File: src/rtl/instr_executor_if.sv
// rtl/instr_executor_if.sv - handshake, register-file, memory and PC ports of instr_executor
interface instr_executor_if;
   logic [31:0] instr;
   logic [31:0] pc;
   logic        run;
   logic        ok;
   logic [4:0]  reg_raddr;
   logic [31:0] reg_rdata;
   logic [4:0]  reg_waddr;
   logic [31:0] reg_wdata;
   logic        reg_wren;
   logic [16:0] mem_raddr;
   logic [31:0] mem_rdata;
   logic [16:0] mem_waddr;
   logic [31:0] mem_wdata;
   logic        mem_wren;
   logic [31:0] pc_wdata;
   logic        pc_wren;

   modport master (
      output instr, pc, run, reg_rdata, mem_rdata,
      input  ok, reg_raddr, reg_waddr, reg_wdata, reg_wren,
             mem_raddr, mem_waddr, mem_wdata, mem_wren, pc_wdata, pc_wren
   );

   modport slave (
      input  instr, pc, run, reg_rdata, mem_rdata,
      output ok, reg_raddr, reg_waddr, reg_wdata, reg_wren,
             mem_raddr, mem_waddr, mem_wdata, mem_wren, pc_wdata, pc_wren
   );
endinterface

File: src/rtl/instr_executor.sv
// rtl/instr_executor.sv - multi-cycle executor for one latched instruction per run/ok handshake
// Optional macro INSTR_EXEC_ILLEGAL_TRAP_EN adds the sticky illegal output and suppresses writes for undefined opcodes.
module instr_executor (
   input  logic clk,
   input  logic rst,
`ifdef INSTR_EXEC_ILLEGAL_TRAP_EN
   output logic illegal,
`endif
   instr_executor_if.slave bus
);
   typedef enum logic [2:0] {
      S_IDLE, S_RD_A, S_RD_B, S_EXEC, S_MEM, S_MEM_W, S_WB, S_DONE
   } state_t;

   localparam logic [5:0] OP_ADD  = 6'h01;
   localparam logic [5:0] OP_SUB  = 6'h02;
   localparam logic [5:0] OP_ADDI = 6'h03;
   localparam logic [5:0] OP_LW   = 6'h04;
   localparam logic [5:0] OP_SW   = 6'h05;
   localparam logic [5:0] OP_BEQ  = 6'h06;
   localparam logic [5:0] OP_JMP  = 6'h07;

   state_t      state_q, state_d;
   logic [31:0] instr_q, pc_q, a_q, res_q, npc_q;
   logic [16:0] addr_q;
   logic        run_prev;

   logic [5:0]  op;
   logic [4:0]  rd, rs, rt;
   logic [15:0] imm;
   logic [31:0] sext, sum_imm, exec_res, exec_npc;
   logic        accept, writes_reg, pc_wr_en;

   assign op   = instr_q[31:26];
   assign rd   = instr_q[25:21];
   assign rs   = instr_q[20:16];
   assign rt   = instr_q[15:11];
   assign imm  = instr_q[15:0];
   assign sext = {{16{imm[15]}}, imm};

   assign accept     = (state_q == S_IDLE) && bus.run && !run_prev;
   assign writes_reg = (op == OP_ADD) || (op == OP_SUB) || (op == OP_ADDI) || (op == OP_LW);
   assign sum_imm    = a_q + sext;

`ifdef INSTR_EXEC_ILLEGAL_TRAP_EN
   logic op_legal;
   assign op_legal = (op <= OP_JMP);
   assign pc_wr_en = op_legal;

   always_ff @(posedge clk) begin
      if (rst)
         illegal <= 1'b0;
      else if (state_q == S_WB && !op_legal)
         illegal <= 1'b1;
   end
`else
   assign pc_wr_en = 1'b1;
`endif

   // In EXEC the second operand is still on reg_rdata; SW carries the rd value through res_q.
   always_comb begin
      exec_res = bus.reg_rdata;
      exec_npc = pc_q + 32'd1;
      case (op)
         OP_ADD:  exec_res = a_q + bus.reg_rdata;
         OP_SUB:  exec_res = a_q - bus.reg_rdata;
         OP_ADDI: exec_res = sum_imm;
         OP_BEQ:  if (a_q == bus.reg_rdata) exec_npc = pc_q + 32'd1 + sext;
         OP_JMP:  exec_npc = {16'b0, imm};
         default: ;
      endcase
   end

   always_ff @(posedge clk) begin
      if (rst)
         state_q <= S_IDLE;
      else
         state_q <= state_d;
   end

   // run_prev resets high so a run level held through reset needs a fresh 0->1 edge.
   always_ff @(posedge clk) begin
      if (rst) begin
         run_prev <= 1'b1;
         instr_q  <= '0;
         pc_q     <= '0;
         a_q      <= '0;
         res_q    <= '0;
         npc_q    <= '0;
         addr_q   <= '0;
      end else begin
         run_prev <= bus.run;
         if (accept) begin
            instr_q <= bus.instr;
            pc_q    <= bus.pc;
         end
         case (state_q)
            S_RD_B:  a_q <= bus.reg_rdata;
            S_EXEC: begin
               res_q  <= exec_res;
               npc_q  <= exec_npc;
               addr_q <= sum_imm[16:0];
            end
            S_MEM_W: res_q <= bus.mem_rdata;
            default: ;
         endcase
      end
   end

   always_comb begin
      state_d       = state_q;
      bus.ok        = 1'b0;
      bus.reg_raddr = '0;
      bus.reg_waddr = '0;
      bus.reg_wdata = '0;
      bus.reg_wren  = 1'b0;
      bus.mem_raddr = '0;
      bus.mem_waddr = '0;
      bus.mem_wdata = '0;
      bus.mem_wren  = 1'b0;
      bus.pc_wdata  = '0;
      bus.pc_wren   = 1'b0;
      unique case (state_q)
         S_IDLE: if (accept) state_d = S_RD_A;
         S_RD_A: begin
            bus.reg_raddr = rs;
            state_d       = S_RD_B;
         end
         S_RD_B: begin
            bus.reg_raddr = (op == OP_ADD || op == OP_SUB) ? rt : rd;
            state_d       = S_EXEC;
         end
         S_EXEC:  state_d = (op == OP_LW) ? S_MEM : S_WB;
         S_MEM: begin
            bus.mem_raddr = addr_q;
            state_d       = S_MEM_W;
         end
         S_MEM_W: state_d = S_WB;
         S_WB: begin
            bus.pc_wren  = pc_wr_en;
            bus.pc_wdata = pc_wr_en ? npc_q : 32'd0;
            if (writes_reg) begin
               bus.reg_wren  = 1'b1;
               bus.reg_waddr = rd;
               bus.reg_wdata = res_q;
            end
            if (op == OP_SW) begin
               bus.mem_wren  = 1'b1;
               bus.mem_waddr = addr_q;
               bus.mem_wdata = res_q;
            end
            state_d = S_DONE;
         end
         S_DONE: begin
            bus.ok  = 1'b1;
            state_d = S_IDLE;
         end
         default: state_d = S_IDLE;
      endcase
   end
endmodule

File: src/flat_wrapper.sv
// flat-port wrapper written by rule: the top's interface ports become plain ports
module instr_executor_flat 
  (clk, rst, bus_instr, bus_pc, bus_run, bus_reg_rdata, bus_mem_rdata, bus_ok, bus_reg_raddr, bus_reg_waddr, bus_reg_wdata, bus_reg_wren, bus_mem_raddr, bus_mem_waddr, bus_mem_wdata, bus_mem_wren, bus_pc_wdata, bus_pc_wren);
  instr_executor_if bus_i ();
  input  logic clk;
  input  logic rst;
  input wire logic [$bits(bus_i.instr)-1:0] bus_instr;
  input wire logic [$bits(bus_i.pc)-1:0] bus_pc;
  input wire logic [$bits(bus_i.run)-1:0] bus_run;
  input wire logic [$bits(bus_i.reg_rdata)-1:0] bus_reg_rdata;
  input wire logic [$bits(bus_i.mem_rdata)-1:0] bus_mem_rdata;
  output wire logic [$bits(bus_i.ok)-1:0] bus_ok;
  output wire logic [$bits(bus_i.reg_raddr)-1:0] bus_reg_raddr;
  output wire logic [$bits(bus_i.reg_waddr)-1:0] bus_reg_waddr;
  output wire logic [$bits(bus_i.reg_wdata)-1:0] bus_reg_wdata;
  output wire logic [$bits(bus_i.reg_wren)-1:0] bus_reg_wren;
  output wire logic [$bits(bus_i.mem_raddr)-1:0] bus_mem_raddr;
  output wire logic [$bits(bus_i.mem_waddr)-1:0] bus_mem_waddr;
  output wire logic [$bits(bus_i.mem_wdata)-1:0] bus_mem_wdata;
  output wire logic [$bits(bus_i.mem_wren)-1:0] bus_mem_wren;
  output wire logic [$bits(bus_i.pc_wdata)-1:0] bus_pc_wdata;
  output wire logic [$bits(bus_i.pc_wren)-1:0] bus_pc_wren;
  assign bus_i.instr = bus_instr;
  assign bus_i.pc = bus_pc;
  assign bus_i.run = bus_run;
  assign bus_i.reg_rdata = bus_reg_rdata;
  assign bus_i.mem_rdata = bus_mem_rdata;
  assign bus_ok = bus_i.ok;
  assign bus_reg_raddr = bus_i.reg_raddr;
  assign bus_reg_waddr = bus_i.reg_waddr;
  assign bus_reg_wdata = bus_i.reg_wdata;
  assign bus_reg_wren = bus_i.reg_wren;
  assign bus_mem_raddr = bus_i.mem_raddr;
  assign bus_mem_waddr = bus_i.mem_waddr;
  assign bus_mem_wdata = bus_i.mem_wdata;
  assign bus_mem_wren = bus_i.mem_wren;
  assign bus_pc_wdata = bus_i.pc_wdata;
  assign bus_pc_wren = bus_i.pc_wren;
  instr_executor u_core (.clk(clk), .rst(rst), .bus(bus_i));
endmodule
File: config.mk
export PLATFORM = sky130hd
export DESIGN_NAME = instr_executor_flat
export DESIGN_NICKNAME = d
export VERILOG_FILES = /design/src/rtl/instr_executor_if.sv /design/src/rtl/instr_executor.sv /design/src/flat_wrapper.sv
export SDC_FILE = /design/constraint.sdc
export NUM_CORES = 1
export LEC_CHECK = 0
export BUFFER_PORTS_ARGS = -buffer_cell sky130_fd_sc_hd__buf_2
export CAP_MARGIN = 25
export CORE_MARGIN = 4
export CORE_UTILIZATION = 53
export CTS_CLUSTER_DIAMETER = 100
export DETAILED_ROUTE_END_ITERATION = 12
export PLACE_DENSITY = 0.79
export SLEW_MARGIN = 20
export SYNTH_ARGS = -nofsm -noshare
export SYNTH_HDL_FRONTEND = slang
export SYNTH_SLANG_ARGS = --single-unit
File: constraint.sdc
create_clock -name clk -period 3.7 [get_ports clk]
set_input_delay 0 -clock clk [delete_from_list [all_inputs] [get_ports clk]]
set_output_delay 0 -clock clk [all_outputs]
set_load 0.05 [all_outputs]
==> flow_metrics.tcl <==
set metrics [dict create \
    status "finished clean" \
    power.combinational.fraction_pct 26.0 \
    syn-instance-count 2267 \
    hpwl_um 50790 \
    die_outline_width_um 183.1 \
    netSwitchingFraction_pct 34.23 \
    worstSetupPathType "flip-flop to flip-flop" \
    post-route-period-util_pct 96.74 \
    clock_sinks 181 \
    power_frac_seq_pct 39.1 \
    reg2reg_slack_ns 0.12 \
    fillers 2585 \
    synth-edff-count 0 \
    globalplace.congestion 1.094 \
    rr_startpoint "u_core.instr_q[0]$_SDFFE_PP0P_" \
    timing.hold.worst_path_depth 2 \
    dr.first_iter.drc_count 2205 \
    p_leak_nw 9.077 \
    synthFlopType "sky130_fd_sc_hd__dfxtp_1" \
    synthesis.area_per_instance_um2 7.171 \
    final.setup_skew_ns 0.009012 \
    grt_start_max_net_pins 98 \
    clockPowerShare_pct 34.9 \
    clock_tree.root_cell "sky130_fd_sc_hd__clkbuf_16" \
    timing.hold.worst_endpoint "u_core.res_q[5]$_SDFFE_PP0P_" \
    power_density_nw_per_um2 260.5 \
    global_route.usage.total_pct 39.31 \
    first_pass_iters 10 \
    synthesized_nets 2533 \
    cts_tree "yes" \
    number_of_antenna_violations_at_the_first_check_in_global_routing 3 \
    internal_power_mw 3.510 \
    combined_area_of_all_synthesized_cells_um2 16260 \
    htree_num_levels 4 \
    worst_setup_path_start_kind "flip-flop" \
    max-clock-path-buffers 2 \
    critPathRequiredTime_ns 4.02 \
    numPortBuffers 274 \
    rr_endpoint "u_core.res_q[28]$_SDFFE_PP0P_" \
    worst_skew_pair.late_latency_ns 0.46 \
    holdCritPathClass "input port to flip-flop" \
    drt-vias-per-instance 6.402 \
    synth_area_leader_cell "sky130_fd_sc_hd__dfxtp_1" \
    share_of_the_core_filled_with_cells_in_the_final_layout_pct 68.40 \
    area_of_combinational_cells_with_multiple_inputs_um2 11980 \
    core.rowCount 63 \
    synth.ff_latch_count 181 \
    floorplan.initialDensity_pct 54.27 \
    postSynth.asyncResetShare_pct 0 \
    max_slew_margin_pct 25.36 \
    seq_area_um2 3630 \
    synthDistinctLibCells 85 \
    layout-area-overhead-vs-synth_pct 26.05 \
    grt-ovfl-total 0 \
    post_synth_main_area_contributors "sky130_fd_sc_hd__dfxtp_1 22%, sky130_fd_sc_hd__ha_1 10%, sky130_fd_sc_hd__a21oi_1 8.3%" \
    detail_route.wl_per_cell_um 22.50 \
    global_route_wire_length_before_repair_um 105000 \
    ir_worst_vdd_mv 0.3085 \
    fin_setup_tns_ns 0 \
    critical_path.max_fanout 4 \
    fin_total_pwr_mw 5.337 \
    clkTransAtPathRegs_ns 0.07 \
    critical_path_data_arrival_time_ns 3.90 \
    post_layout_min_period_ns 3.579 \
    final_layout_size_suffix_gt1_share_pct 18.47 \
    r2r.worst_path.cells 12 \
    synth-seq-area-share_pct 22.29 \
    io_pins 275 \
    die_h_um 183.1 \
    setup.worst_path.end_class "flip-flop" \
    setup_viol 0 \
    post-route-drc-count 0 \
    yosysTopAreaCellShare_pct 22.29 \
    total_switching_power_mw 1.827 \
    timing.final.hold_violations 0 \
    design.die.area_um2 33540 \
    cap_viol_max_count 0 \
    core-area_um2 29950 \
    grt_pass1_vias 18735 \
    worstMarginPinSlew_ns 1.118 \
    worst_hold_startpoint "rst" \
    routed-via-count 19590 \
    finish.net_count 2922 \
    maxClockFrequency_ghz 0.2794 \
    clock_buffers_created_by_tritoncts 17 \
    yosys_warnings 0 \
    final-max-slew-violation-count 0 \
    detail-route-antenna-nets 0 \
    detail_route.wirelength_um 68840 \
]
-- placed cells by master (no fill, tap or decap), types with 95 or more instances in the layout --
cell type	count
sky130_fd_sc_hd__buf_2	273
sky130_fd_sc_hd__a21oi_1	264
sky130_fd_sc_hd__ha_1	129
sky130_fd_sc_hd__and2_1	129
sky130_fd_sc_hd__o21ai_0	95
sky130_fd_sc_hd__nand2_1	336
sky130_fd_sc_hd__nor2_1	152
sky130_fd_sc_hd__dfxtp_1	176
sky130_fd_sc_hd__buf_4	112
sky130_fd_sc_hd__dlygate4sd3_1	126
-- flip-flops by register name, summed over array words and instances (netlist names) --
signal and cells:
u_core.pc_q 32, u_core.res_q 32, u_core.npc_q 32, u_core.state_q 3
u_core.a_q 32, u_core.instr_q 32, u_core.addr_q 17, u_core.run_prev 1
-- layout make-up --
class | count | area share, %
Antenna cell | 1 | 0.01221
Multi-Input combinational cell | 1853 | 58.46
Timing Repair Buffer | 512 | 16.98
Tap cell | 390 | 2.382
Clock inverter | 11 | 0.5862
Sequential cell | 181 | 17.71
Clock buffer | 21 | 2.198
Inverter | 91 | 1.667
-- repair_timing --
action,CTS,global route
hold buffers,126,0
setup buffers,0,6
pin swaps,0,16
gates resized for setup,4,47
setup endpoints to repair,4,17
hold endpoints to repair,126,0
-- power groups by stage --
stage | Sequential, mW | Combinational, mW | Clock (mW)
6_report | 2.09 | 1.39 | 1.86
5_1_grt | 2.09 | 1.49 | 1.93
4_1_cts | 2.08 | 1.33 | 1.86
3_5_place_dp | 2.13 | 1.22 | 0
3_3_place_gp | 2.12 | 1.21 | 0
2_1_floorplan | 2.09 | 0.781 | 0
-- worst max-delay path, cell delays in order, from the launching register on --
cell and delay [ns]:
sky130_fd_sc_hd__dfxtp_2 0.43, sky130_fd_sc_hd__ha_1 0.23, sky130_fd_sc_hd__inv_1 0.07, sky130_fd_sc_hd__fa_1 0.40, sky130_fd_sc_hd__nor2b_1 0.18, sky130_fd_sc_hd__o2111ai_1 0.21, sky130_fd_sc_hd__a32oi_2 0.33, sky130_fd_sc_hd__o211ai_1 0.23
sky130_fd_sc_hd__a31o_2 0.29, sky130_fd_sc_hd__o31ai_1 0.32, sky130_fd_sc_hd__xor2_1 0.17, sky130_fd_sc_hd__a2111oi_2 0.45, sky130_fd_sc_hd__o22ai_1 0.13
-- layer usage --
layer | track usage (%) | up-vias | routed length (µm)
met5 | 0 | - | 13
met4 | 19.85 | 2 | 3950
met3 | 7.418 | 252 | 6902
met2 | 63.77 | 1198 | 31020
met1 | 50.07 | 9193 | 26960
li1 | - | 8945 | -
-- Yosys cell counts, types with 26 or more instances --
cell	number
sky130_fd_sc_hd__nand2_1	336
sky130_fd_sc_hd__a21oi_1	269
sky130_fd_sc_hd__dfxtp_1	181
sky130_fd_sc_hd__nor2_1	158
sky130_fd_sc_hd__ha_1	131
sky130_fd_sc_hd__and2_1	129
sky130_fd_sc_hd__clkbuf_1	111
sky130_fd_sc_hd__o21ai_0	95
sky130_fd_sc_hd__inv_1	88
sky130_fd_sc_hd__xnor2_1	75
sky130_fd_sc_hd__nor3_1	49
sky130_fd_sc_hd__a22oi_1	41
sky130_fd_sc_hd__a211oi_1	40
sky130_fd_sc_hd__a21o_1	38
sky130_fd_sc_hd__and3_1	35
sky130_fd_sc_hd__nand3_1	35
sky130_fd_sc_hd__a221oi_1	29
sky130_fd_sc_hd__xor2_1	26
-- stage by stage --
stage | std cells | setup slack, ns | hold WS (ns) | instance area, µm²
final | 3060 | 0.1206 | 0.06199 | 20490
after global routing | 3059 | -0.06685 | 0.09302 | 20490
after CTS | 3053 | 0.001068 | 0.05268 | 20230
after detailed placement | 2895 | -0.1104 | 0.2453 | 18380
after global placement | 2895 | -0.1106 | 0.2410 | 18380
after floorplan | 2267 | 0.1942 | 0.1066 | 16260
-- worst max path at each step --
stage | from | end | slack (ns) | depth (start not counted)
CTS | u_core.pc_q[7]$_SDFFE_PP0P_ | u_core.npc_q[31]$_SDFFE_PP0P_ | 0.001 | 15
finish | u_core.instr_q[0]$_SDFFE_PP0P_ | u_core.res_q[28]$_SDFFE_PP0P_ | 0.12 | 12
detailed placement | u_core.instr_q[0]$_SDFFE_PP0P_ | u_core.res_q[28]$_SDFFE_PP0P_ | -0.11 | 12
global placement | u_core.instr_q[0]$_SDFFE_PP0P_ | u_core.res_q[28]$_SDFFE_PP0P_ | -0.11 | 12
floorplan | u_core.pc_q[0]$_SDFFE_PP0P_ | u_core.npc_q[31]$_SDFFE_PP0P_ | 0.19 | 17
global route | u_core.pc_q[0]$_SDFFE_PP0P_ | u_core.npc_q[17]$_SDFFE_PP0P_ | -0.07 | 14
-- cell families (layout without fill, tap and decap cells) --
family | count (synthesis) | after routing | share of synthesized area (%)
compound gates | 744 | 744 | 29.80
xor+xnor | 101 | 101 | 5.442
fa+ha+maj | 135 | 135 | 10.58
buf+inv | 233 | 635 | 5.657
flops | 181 | 181 | 22.29
mux | 18 | 18 | 1.108
other cells | 0 | 1 | 0
simple gates | 855 | 855 | 25.12
Note: power is estimated with default switching activity, not from simulation.
